**config.mk**
```make
export PLATFORM = sky130hd
export DESIGN_NAME = alu_seq_ctrl
export DESIGN_NICKNAME = d
export VERILOG_FILES = /design/src/rtl/alu_seq_ctrl.sv
export SDC_FILE = /design/constraint.sdc
export NUM_CORES = 1
export LEC_CHECK = 0
export ABC_CLOCK_PERIOD_IN_PS = 1900
export CAP_MARGIN = 15
export CORE_ASPECT_RATIO = 1.4
export CORE_MARGIN = 1.5
export CORE_UTILIZATION = 44
export CTS_BUF_LIST = sky130_fd_sc_hd__clkbuf_4
export DETAILED_ROUTE_END_ITERATION = 8
export PLACE_DENSITY = 0.8
export RECOVER_POWER = 25
export SETUP_SLACK_MARGIN = 0.3
export SLEW_MARGIN = 5
export SYNTH_ARGS = -nofsm -noshare
export SYNTH_HDL_FRONTEND = slang
export SYNTH_SLANG_ARGS = --single-unit
```
**constraint.sdc**
```tcl
create_clock -name clk -period 1.9 [get_ports clk]
set_input_delay 0.19 -clock clk [delete_from_list [all_inputs] [get_ports clk]]
set_output_delay 0.19 -clock clk [all_outputs]
set_load 0.05 [all_outputs]
```
**src/rtl/alu_seq_ctrl.sv**
```systemverilog
// alu_seq_ctrl
//   Accumulator-machine sequencer in front of a combinational 2-bit-select ALU
//   (00 clear, 01 A+B, 10 A-B, 11 pass A). It takes one command at a time over
//   a valid/ready handshake, drives the ALU operands and select, and writes the
//   ALU result back into its accumulator. MUL is one clear followed by N adds
//   of the multiplicand, which is the accumulator value at accept time.
//
// Ports
//   clk         in   1      rising-edge clock
//   rst         in   1      asynchronous, active-high reset
//   cmd_valid   in   1      command present
//   cmd_ready   out  1      command can be accepted (IDLE only)
//   cmd_op      in   3      000 NOP, 001 CLR, 010 ADD, 011 SUB, 100 LOAD, 101 MUL, 11x illegal
//   cmd_data    in   WIDTH  operand, or repeat count in [CNT_W-1:0] for MUL
//   alu_a       out  WIDTH  ALU operand A
//   alu_b       out  WIDTH  ALU operand B
//   alu_sel     out  2      ALU select
//   alu_result  in   WIDTH  ALU output
//   acc_out     out  WIDTH  accumulator (registered)
//   busy        out  1      any state other than IDLE
//   done        out  1      one-cycle pulse, command complete and acc_out updated
//   err         out  1      one-cycle pulse alongside done for an illegal opcode
//   state_dbg   out  3      current FSM state encoding, for observation only
//
// Handshake: a command transfers on the rising edge where cmd_valid and
// cmd_ready are both high; cmd_op/cmd_data are sampled on that edge only and
// ignored at every other edge, even if cmd_valid stays high.

module alu_seq_ctrl #(
    parameter int WIDTH = 16,
    parameter int CNT_W = 8
) (
    input  logic             clk,
    input  logic             rst,
    input  logic             cmd_valid,
    output logic             cmd_ready,
    input  logic [2:0]       cmd_op,
    input  logic [WIDTH-1:0] cmd_data,
    output logic [WIDTH-1:0] alu_a,
    output logic [WIDTH-1:0] alu_b,
    output logic [1:0]       alu_sel,
    input  logic [WIDTH-1:0] alu_result,
    output logic [WIDTH-1:0] acc_out,
    output logic             busy,
    output logic             done,
    output logic             err,
    output logic [2:0]       state_dbg
);

    localparam logic [2:0] OP_NOP  = 3'b000;
    localparam logic [2:0] OP_CLR  = 3'b001;
    localparam logic [2:0] OP_ADD  = 3'b010;
    localparam logic [2:0] OP_SUB  = 3'b011;
    localparam logic [2:0] OP_LOAD = 3'b100;
    localparam logic [2:0] OP_MUL  = 3'b101;

    localparam logic [1:0] SEL_CLR  = 2'b00;
    localparam logic [1:0] SEL_ADD  = 2'b01;
    localparam logic [1:0] SEL_SUB  = 2'b10;
    localparam logic [1:0] SEL_PASS = 2'b11;

    typedef enum logic [2:0] {
        S_IDLE    = 3'd0,
        S_EXEC    = 3'd1,
        S_MUL_CLR = 3'd2,
        S_MUL_ADD = 3'd3,
        S_DONE    = 3'd4
    } state_t;

    state_t           state_q;
    logic [2:0]       op_q;
    logic [WIDTH-1:0] data_q;
    logic [WIDTH-1:0] acc_q;
    logic [WIDTH-1:0] mcand_q;
    logic [CNT_W-1:0] cnt_q;
    logic             done_q;
    logic             err_q;

    logic             op_illegal;
    logic             op_writes_acc;

    assign op_illegal    = op_q[2] & op_q[1];
    assign op_writes_acc = (op_q == OP_CLR) || (op_q == OP_ADD) ||
                           (op_q == OP_SUB) || (op_q == OP_LOAD);

    // ALU drive is decoded from registered state only, so the ALU output is
    // stable for the whole cycle and is captured into acc at its end.
    always_comb begin
        alu_sel = SEL_PASS;
        alu_a   = acc_q;
        alu_b   = '0;
        unique case (state_q)
            S_EXEC: begin
                unique case (op_q)
                    OP_CLR:  alu_sel = SEL_CLR;
                    OP_ADD:  begin alu_sel = SEL_ADD; alu_b = data_q; end
                    OP_SUB:  begin alu_sel = SEL_SUB; alu_b = data_q; end
                    OP_LOAD: alu_a   = data_q;
                    default: alu_sel = SEL_PASS;   // NOP / illegal hold acc
                endcase
            end
            S_MUL_CLR: alu_sel = SEL_CLR;
            S_MUL_ADD: begin alu_sel = SEL_ADD; alu_b = mcand_q; end
            default:   alu_sel = SEL_PASS;
        endcase
    end

    always_ff @(posedge clk or posedge rst) begin
        if (rst) begin
            state_q <= S_IDLE;
            op_q    <= OP_NOP;
            data_q  <= '0;
            acc_q   <= '0;
            mcand_q <= '0;
            cnt_q   <= '0;
            done_q  <= 1'b0;
            err_q   <= 1'b0;
        end else begin
            done_q <= 1'b0;
            err_q  <= 1'b0;
            unique case (state_q)
                S_IDLE: begin
                    if (cmd_valid) begin
                        op_q    <= cmd_op;
                        data_q  <= cmd_data;
                        state_q <= (cmd_op == OP_MUL) ? S_MUL_CLR : S_EXEC;
                    end
                end
                S_EXEC: begin
                    if (op_writes_acc) begin
                        acc_q <= alu_result;
                    end
                    done_q  <= 1'b1;
                    err_q   <= op_illegal;
                    state_q <= S_DONE;
                end
                S_MUL_CLR: begin
                    // acc has not changed since accept, so it is the multiplicand.
                    mcand_q <= acc_q;
                    cnt_q   <= data_q[CNT_W-1:0];
                    acc_q   <= alu_result;
                    if (data_q[CNT_W-1:0] != '0) begin
                        state_q <= S_MUL_ADD;
                    end else begin
                        done_q  <= 1'b1;
                        state_q <= S_DONE;
                    end
                end
                S_MUL_ADD: begin
                    acc_q <= alu_result;
                    cnt_q <= cnt_q - CNT_W'(1);
                    // cnt holds the adds still to do including this one.
                    if (cnt_q == CNT_W'(1)) begin
                        done_q  <= 1'b1;
                        state_q <= S_DONE;
                    end
                end
                S_DONE: begin
                    state_q <= S_IDLE;
                end
                default: begin
                    state_q <= S_IDLE;
                end
            endcase
        end
    end

    assign cmd_ready = (state_q == S_IDLE);
    assign busy      = (state_q != S_IDLE);
    assign acc_out   = acc_q;
    assign done      = done_q;
    assign err       = err_q;
    assign state_dbg = state_q;

endmodule

```
### Yosys cells after proc, flatten, opt, wreduce, memory -nomap -nowiden

Cells that the tools add are included.

* add/sub/neg operators: 1
* equal/unequal tests: 12
* muxes and demuxes: 18
* bitwise operators: 1
* reduce and logical (&&, ||, !) cells: 13

Operator list (count)
* two-way mux 16 bit: 4
* one-hot mux 16 bit (2 select lines): 2
* one-hot mux 8 bit (2 select lines): 1
* equality test 3 x 2 -> 1 bit (second input constant): 4
* one-hot mux 2 bit (3 select lines): 2
* one-hot mux 3 bit (4 select lines): 1
* two-way mux 3 bit: 3
* equality test 8 x 1 -> 1 bit (second input constant): 1
* nonzero test 8 bit: 1
* subtractor 8 x 1 -> 8 bit (second input constant): 1
* equality test 3 x 1 -> 1 bit (second input constant): 2
* equality test 3 bit (second input constant): 2
* != test 2 bit (second input constant): 3
* AND reduction 2 bit: 3
* nonzero test 2 bit: 2
* OR reduction 2 bit: 2
* zero test 3 bit: 1
* logical OR 1 bit: 3
* two-way mux 1 bit: 3
* one-hot mux 1 bit (3 select lines): 1
* nonzero test 3 bit: 1
* two-way mux 2 bit: 1
* bitwise AND 1 bit: 1

* bits in registers: 64
* output and inout bits: 57

### Logic depth before layout (Yosys ltp)

Gate-level depths: netlist of the first run.

* word-level depth: 6
* mapped depth: 6
* gate-level depth less buffers: 5

### Least setup slack after synthesis of the first run

OpenSTA, ideal clock, no wires.

* path type: flip-flop to flip-flop
* from: reg state_q[2], in the netlist state_dbg[2]
* to: reg data_q[10]
* arrival: 2.707 ns
* data required time: 1.775 ns
* path slack: -0.932 ns
* cell stages (with the launch flop): 5
* path buffers: 1
* period minus slack after synthesis: 2.832 ns
* cells stage by stage: dfrtp_1 > nor3_1 > and2_1 > buf_2 > mux2_2

* longest elaborated chain between the ends: 2

Ends and longest elaborated chain
* start: declaration: RTL line 70 `state_t state_q;`
* start signal: assignment: RTL line 126 `state_q <= (cmd_op == OP_MUL) ? S_MUL_CLR : S_EXEC;`
* zero test 3 bit
* net cmd_ready: RTL line 36 `output logic cmd_ready,`
* AND reduction 2 bit (no line)
* end signal: assignment: RTL line 125 `data_q <= cmd_data;`
* end: declaration: RTL line 72 `logic [WIDTH-1:0] data_q;`

The timed path passes the listed nets, and every way through them passes these cells.
A chain may end at the register's enable or synchronous reset.

### Worst setup path in the final report of the first run

* from: reg state_q[2], in the netlist state_dbg[2]
* to: out alu_b[6]

* longest elaborated chain between the ends: 2
* elaborated cells on any way between the ends: 3

Ends and longest elaborated chain
* equality test 3 x 2 -> 1 bit / equality test 3 x 1 -> 1 bit (equally long branches): RTL line 92 `unique case (state_q)`
* one-hot mux 16 bit (2 select lines) *: RTL line 92
* end: declaration: RTL line 40 `output logic [WIDTH-1:0] alu_b,`

Every way passes the cells marked *; elsewhere a longest branch is shown, timed or not.

==> out/results.ini, run 1 <==
[cells_and_area]
syn_to_final_growth_pct=65.6
seqCellArea_um2=1610
multi_input_area_um2=1740
fin_util=0.762
fillers=399
finalNetCount=440
drive_gt1_frac=0.459
antenna_cells=0

[timing]
fmax_ghz=0.457
slew_viol_final=0
finalCriticalPeriod_ps=2190
worstMarginPinSlew_ps=1430
setup_slack_ps=-286
timing.hold.ws_ps=377
period_share=1.15
finalSetupViolCount=36
hold_viol=0
slew_headroom=0.0472
rsz0062_at_grt=yes
worst_clock_skew_ps=10.3

[status]
failed_checks=setup timing
status=finished with violations

[yosys]
synth_edf_count=0
ys_ff_latch=64
synth_largest_area_cell=dfrtp_1
synth_area_um2=3090
async_flop_share=1.00
ys_warn_count=0
yosysSeqAreaShare=0.519
synth_nets=316
synth_top_area_share=0.519
avgSynthCellArea_um2=11.2
synth.area.top_cells=dfrtp_1 (52%), mux2_2 (19%), nand2_1 (6.7%)
synth-main-ff-cell=dfrtp_1
synthCells=276
synth_cell_type_count=43

[placement]
gp_congestion=0.933
io_buffers=94
place_ws_ps=110
dp_hpwl_mm=6.09

[floorplanning]
die_w_um=73.8
die_area_um2=7530
initial_utilization=0.461
core-area_um2=6700
die_h_um=102
row_count=35
pin_count=95

[global_route]
grt_pass1_wl_mm=15.3
grt_pass1_vias=2914
grt_max_degree=65
grt_use_total=0.273
antenna_found_initial=0
grt.overflow.total=0

[worst_setup_path]
critPathCapture=alu_b[6]
rr_endpoint=cnt_q[0]
crit_type=reg -> out
cp-end-kind=output pin
cp-start-kind=flip-flop
r2r-start=state_dbg[2]
critPathRequiredTime_ps=1710
startpoint=state_dbg[2]
critPathArrivalTime_ps=2000
r2r_setup_slack_ps=-50
slowest_delay_ps=450
crit_chain=or3_4 > nor3b_4 > buf_6 > a22o_4 > buf_12
cp_max_fo=8
cpMaxStageDelayCell=dfrtp_2
ff2ff_path_depth=7

[clock_network]
hold_buffers=0
cts_buffer_depth=2
clock-root-buffer=clkbuf_4
cts_tree=yes
numCtsBuffers=9
cts_sinks=64
h-tree-depth=3
clkTransAtPathRegs_ps=120
clk_latency_ps=420

[drt]
ant_nets=0
drt-wirelength-per-cell_um=19.5
vias=2818
drc_errors=0
drt_iter0_markers=240
viasPerCell=5.67
firstDrtPassIters=5
drt_wl_total_mm=9.69

[power]
power_density_nw_per_um2=551
p_leak_nw=2.36
total_power_w=0.00281
ir_drop_uv=646

[job]
cap_viol_max_count=0

[hold_path]
hold_class=in -> reg

[Yosys cell counts, types with 2 or more instances]
| library cell | instances |
|---|---|
| a22o_1 | 16 |
| mux2_2 | 51 |
| xnor2_1 | 2 |
| nand3_1 | 3 |
| a311o_1 | 2 |
| nand2_1 | 55 |
| a21oi_1 | 8 |
| clkbuf_1 | 7 |
| ha_1 | 2 |
| buf_2 | 4 |
| dfrtp_1 | 64 |
| nor2_1 | 12 |
| nand2b_1 | 2 |
| o32ai_1 | 2 |
| inv_1 | 4 |
| o21ai_0 | 4 |
| nor2b_1 | 2 |
| buf_6 | 2 |
| o22ai_1 | 3 |
| and3_1 | 2 |
| nor3_1 | 7 |
[logic make-up after synthesis]
logic type      Yosys count  share of synthesized area
compound gates           44                      0.108
xor+xnor                  2                    0.00568
fa+ha+maj                 2                    0.00811
buf+inv                  19                     0.0308
flops                    64                      0.519
mux                      52                      0.189
simple gates             93                      0.139
[worst max-delay path, delay by kind of cell, from the launching register on]
family	cells	cell delay, ps
AO/OA/AOI/OAI	1	150
AND/OR/NAND/NOR	2	640
flip-flops	1	450
buffers and inverters	2	330
[flip-flops by register name, indices dropped and copies added, names as in the netlist]
register and cells:
mcand_q 16, state_dbg 3, err 1, done 1
cnt_q 8, op_q 3, acc_out 16, data_q 16
[cells in the final DEF (no fill, tap or decap), types with 2 or more instances in the layout]
cell type        count
a21oi_1              8
a22o_4              16
a311o_1              2
and2_4               4
and3_1               2
buf_12              30
buf_2                2
buf_4               24
buf_6               12
bufinv_16            2
clkbuf_4             9
clkdlybuf4s15_1      6
clkdlybuf4s50_1     36
clkinv_2             3
clkinvlp_4           2
dfrtp_1             58
dfrtp_2              6
dlygate4sd2_1       11
ha_1                 2
inv_1                3
mux2_2              29
mux2_4              22
nand2_1             53
nand2b_1             2
nand3_1              3
nor2_1               8
nor2_2               2
nor2_4               2
nor3_1               4
nor3_4               2
o21ai_0              3
o22ai_1              3
o32ai_2              2
xnor2_1              2
[final cells by class]
class / count / area share
clock buffers: 9 / 0.0132
clock inverters: 7 / 0.0169
inverters: 5 / 0.00441
multi-input cells: 196 / 0.340
flip-flops and latches: 64 / 0.315
well taps: 92 / 0.0225
repair buffers: 124 / 0.288
[per-layer routing]
metal  up-vias  track usage  wire length (um)
met1      1398        0.343              3690
met2       140        0.463              5130
met5         -            0                 0
met3        39       0.0316               523
li1       1241            -                 -
met4         0        0.135               350
[stage by stage]
stage | std cells | cell area (um2) | setup TNS, ps
3_5_place_dp | 465 | 4660 | 0
4_1_cts | 492 | 5050 | -8210
5_1_grt | 497 | 5110 | -11540
6_report | 497 | 5110 | -8380
3_3_place_gp | 465 | 4660 | 0
2_1_floorplan | 276 | 3280 | -2950
[where the power goes]
group          internal (W)  leakage (nW)  switching, W
logic              0.000170          1.46      0.000199
registers           0.00138         0.810     0.0000197
clock network      0.000522        0.0831      0.000524
[timing repair]
| item | CTS | global route |
|---|---|---|
| pin swaps | 9 | 6 |
| endpoints found under the setup margin | 112 | 95 |
| buffers inserted | 8 | 5 |
| gates cloned | 3 | 0 |
| resized for setup | 69 | 21 |
[worst min-delay path by stage]
stage	start	to	slack, ps	cells after the start
2_1_floorplan	cmd_op[1]	state_dbg[0]	310	2
3_3_place_gp	mcand_q[0]	mcand_q[0]	460	2
3_5_place_dp	mcand_q[10]	mcand_q[10]	470	2
4_1_cts	rst	cnt_q[4]	210	3
5_1_grt	cmd_data[1]	data_q[1]	380	2
6_report	alu_result[10]	acc_out[10]	380	2
Power figures use the tool's default switching activity.
==> run 2: changes to the inputs <==
CAP_MARGIN = 20   (was 15)
==> results of run 2 <==
Final layout, timing and power as in run 1 (identical DEF).
==> run 3: changes to the inputs <==
--- a/config.mk
+++ b/config.mk
@@ -17,3 +17,3 @@
 export SETUP_SLACK_MARGIN = 0.3
-export SLEW_MARGIN = 5
+export SLEW_MARGIN = 30
 export SYNTH_ARGS = -nofsm -noshare
--- a/constraint.sdc
+++ b/constraint.sdc
@@ -3,2 +3,2 @@
 set_output_delay 0.19 -clock clk [all_outputs]
-set_load 0.05 [all_outputs]
+set_load 0.005 [all_outputs]
==> out/results.ini, run 3 (same netlist as run 1, synthesis figures left out) <==
[status]
status=finished with violations
failed_checks=capacitance limit, slew limit, setup timing

[placement]
io_buffers=94  ; unchanged
placed_cell_area_um2=4290  ; -8.0%
gp_congestion=0.866  ; -7.1%
dp_hpwl_mm=5.91  ; -3.1%

[drt]
drt_wl_total_mm=11.6  ; +19%
drc_errors=0  ; unchanged
vias=3054  ; +8.4%
drt-wirelength-per-cell_um=21.7  ; +11%
ant_nets=0  ; unchanged
viasPerCell=5.73  ; +1.1%
drt_iter0_markers=234  ; -2.5%
firstDrtPassIters=5  ; unchanged

[cells_and_area]
final_cell_area_um2=5170  ; +1.2%
final_common_cell=dfrtp_1
syn_to_final_growth_pct=67.6
drive_gt1_frac=0.456  ; -0.00348
antenna_cells=0  ; unchanged
layout_common_cells=dfrtp_1 (62), clkdlybuf4s50_1 (53), nand2_1 (50)
finalNetCount=476  ; +8.2%
fin_util=0.772  ; +0.00915

[timing]
period_share=1.23  ; +0.0827
hold_viol=0  ; unchanged
fmax_ghz=0.427  ; -6.7%
worst_clock_skew_ps=20.7  ; +10.4 ps
slew_viol_final=65  ; +65
finalCriticalPeriod_ps=2340  ; +157 ps
setup_slack_ps=-443  ; -157 ps
rsz0062_at_grt=yes
finalSetupViolCount=49  ; +36%
worstMarginPinSlew_ps=1590  ; +162 ps
slew_headroom=-0.0607  ; -0.108

[power]
total_power_w=0.00269  ; -4.5%
power_density_nw_per_um2=520  ; -5.6%
p_leak_nw=2.51  ; +6.6%
ir_drop_uv=510  ; -21%

[floorplanning]
die_h_um=102  ; unchanged
pin_count=95  ; unchanged
initial_utilization=0.461  ; unchanged
die_area_um2=7530  ; unchanged
row_count=35  ; unchanged
die_w_um=73.8  ; unchanged
core-area_um2=6700  ; unchanged

[worst_setup_path]
critPathRequiredTime_ps=1710  ; about the same
cpMaxStageDelayCell=or3_4
critical_path.top_delay_family=simple AND/OR/NAND/NOR gates
slowest_delay_ps=410  ; -40 ps
crit_type=reg -> out
cp_max_fo=4  ; -4
cp-start-kind=flip-flop
critPathArrivalTime_ps=2150  ; +150 ps
cp-end-kind=output pin
cpMostUsedCell=buf_6
critPathBufInv=5  ; +3
crit_chain=inv_2 > or3_4 > nor3b_4 > buf_6 > buf_6 > buf_6 > a22o_1 > buf_2

[global_route]
grt.overflow.total=0  ; unchanged
antenna_found_initial=0  ; unchanged
grt_max_degree=65  ; unchanged
grt_pass1_wl_mm=15.1  ; -1.0%
grt_pass1_vias=2943  ; +1.0%
grt_use_total=0.272  ; -0.00144

[clock_network]
clkTransAtPathRegs_ps=130  ; about the same
cts_tree=yes
numCtsBuffers=9  ; unchanged
clk_latency_ps=430  ; about the same
cts_sinks=64  ; unchanged
h-tree-depth=3  ; unchanged
cts_buffer_depth=2  ; unchanged
clock-root-buffer=clkbuf_4

[job]
cap_viol_max_count=1  ; +1

[hold_path]
hold_class=in -> reg

## run 3: metrics by stage
step / setup WS (ps) / TNS, ps / cells / hold slack [ps]
after CTS: -357 / -8950 / 519 / 201
final: -443 / -12490 / 533 / 371
after global routing: -475 / -15740 / 533 / 364
after floorplan: 176 / 0 / 276 / 321
after detailed placement: -110 / -2680 / 471 / 466
after global placement: -95.6 / -1490 / 471 / 465
## run 3: where the power goes
group	total [W]	switching, W	leakage, nW	internal [W]
combinational	0.000221	0.0000717	1.62	0.000149
sequential	0.00140	0.0000195	0.814	0.00138
clock	0.00107	0.000527	0.0800	0.000542
total	0.00269	0.000619	2.51	0.00207
## run 3: metal layers
metal | up-vias | GRT usage | share of wire
met5 | - | 0 | 0
met4 | 0 | 0.128 | 0.057
met3 | 58 | 0.0562 | 0.053
met2 | 171 | 0.472 | 0.54
met1 | 1519 | 0.317 | 0.35
li1 | 1306 | - | -
## run 3: final timing paths
kind                               start           end  slack (ps)  cells past startpoint
min reg2reg                  mcand_q[10]   mcand_q[10]         490                      2
max                         state_dbg[0]     alu_b[11]        -440                      8
min                        alu_result[4]    acc_out[4]         370                      2
max reg2reg                 state_dbg[1]    data_q[11]        -130                      9
min in group asynchronous            rst    data_q[15]         670                      3
max in group asynchronous            rst  state_dbg[1]         170                      3
## run 3: area by class of cell
class,instances,area (um2)
Clock buffer,10,75.1
Clock inverter,6,83.8
Fill cell,389,1530
Inverter,5,22.5
Multi-Input combinational cell,194,1660
Sequential cell,64,1600
Tap cell,92,115
Timing Repair Buffer,162,1610
## run 3: what timing repair did
action / CTS / global route
cloned: 4 / 5
endpoints found under the setup margin: 92 / 104
resized for setup: 181 / 68
hold buffers: 0 / 0
buffers inserted: 28 / 9
pin swaps: 18 / 16
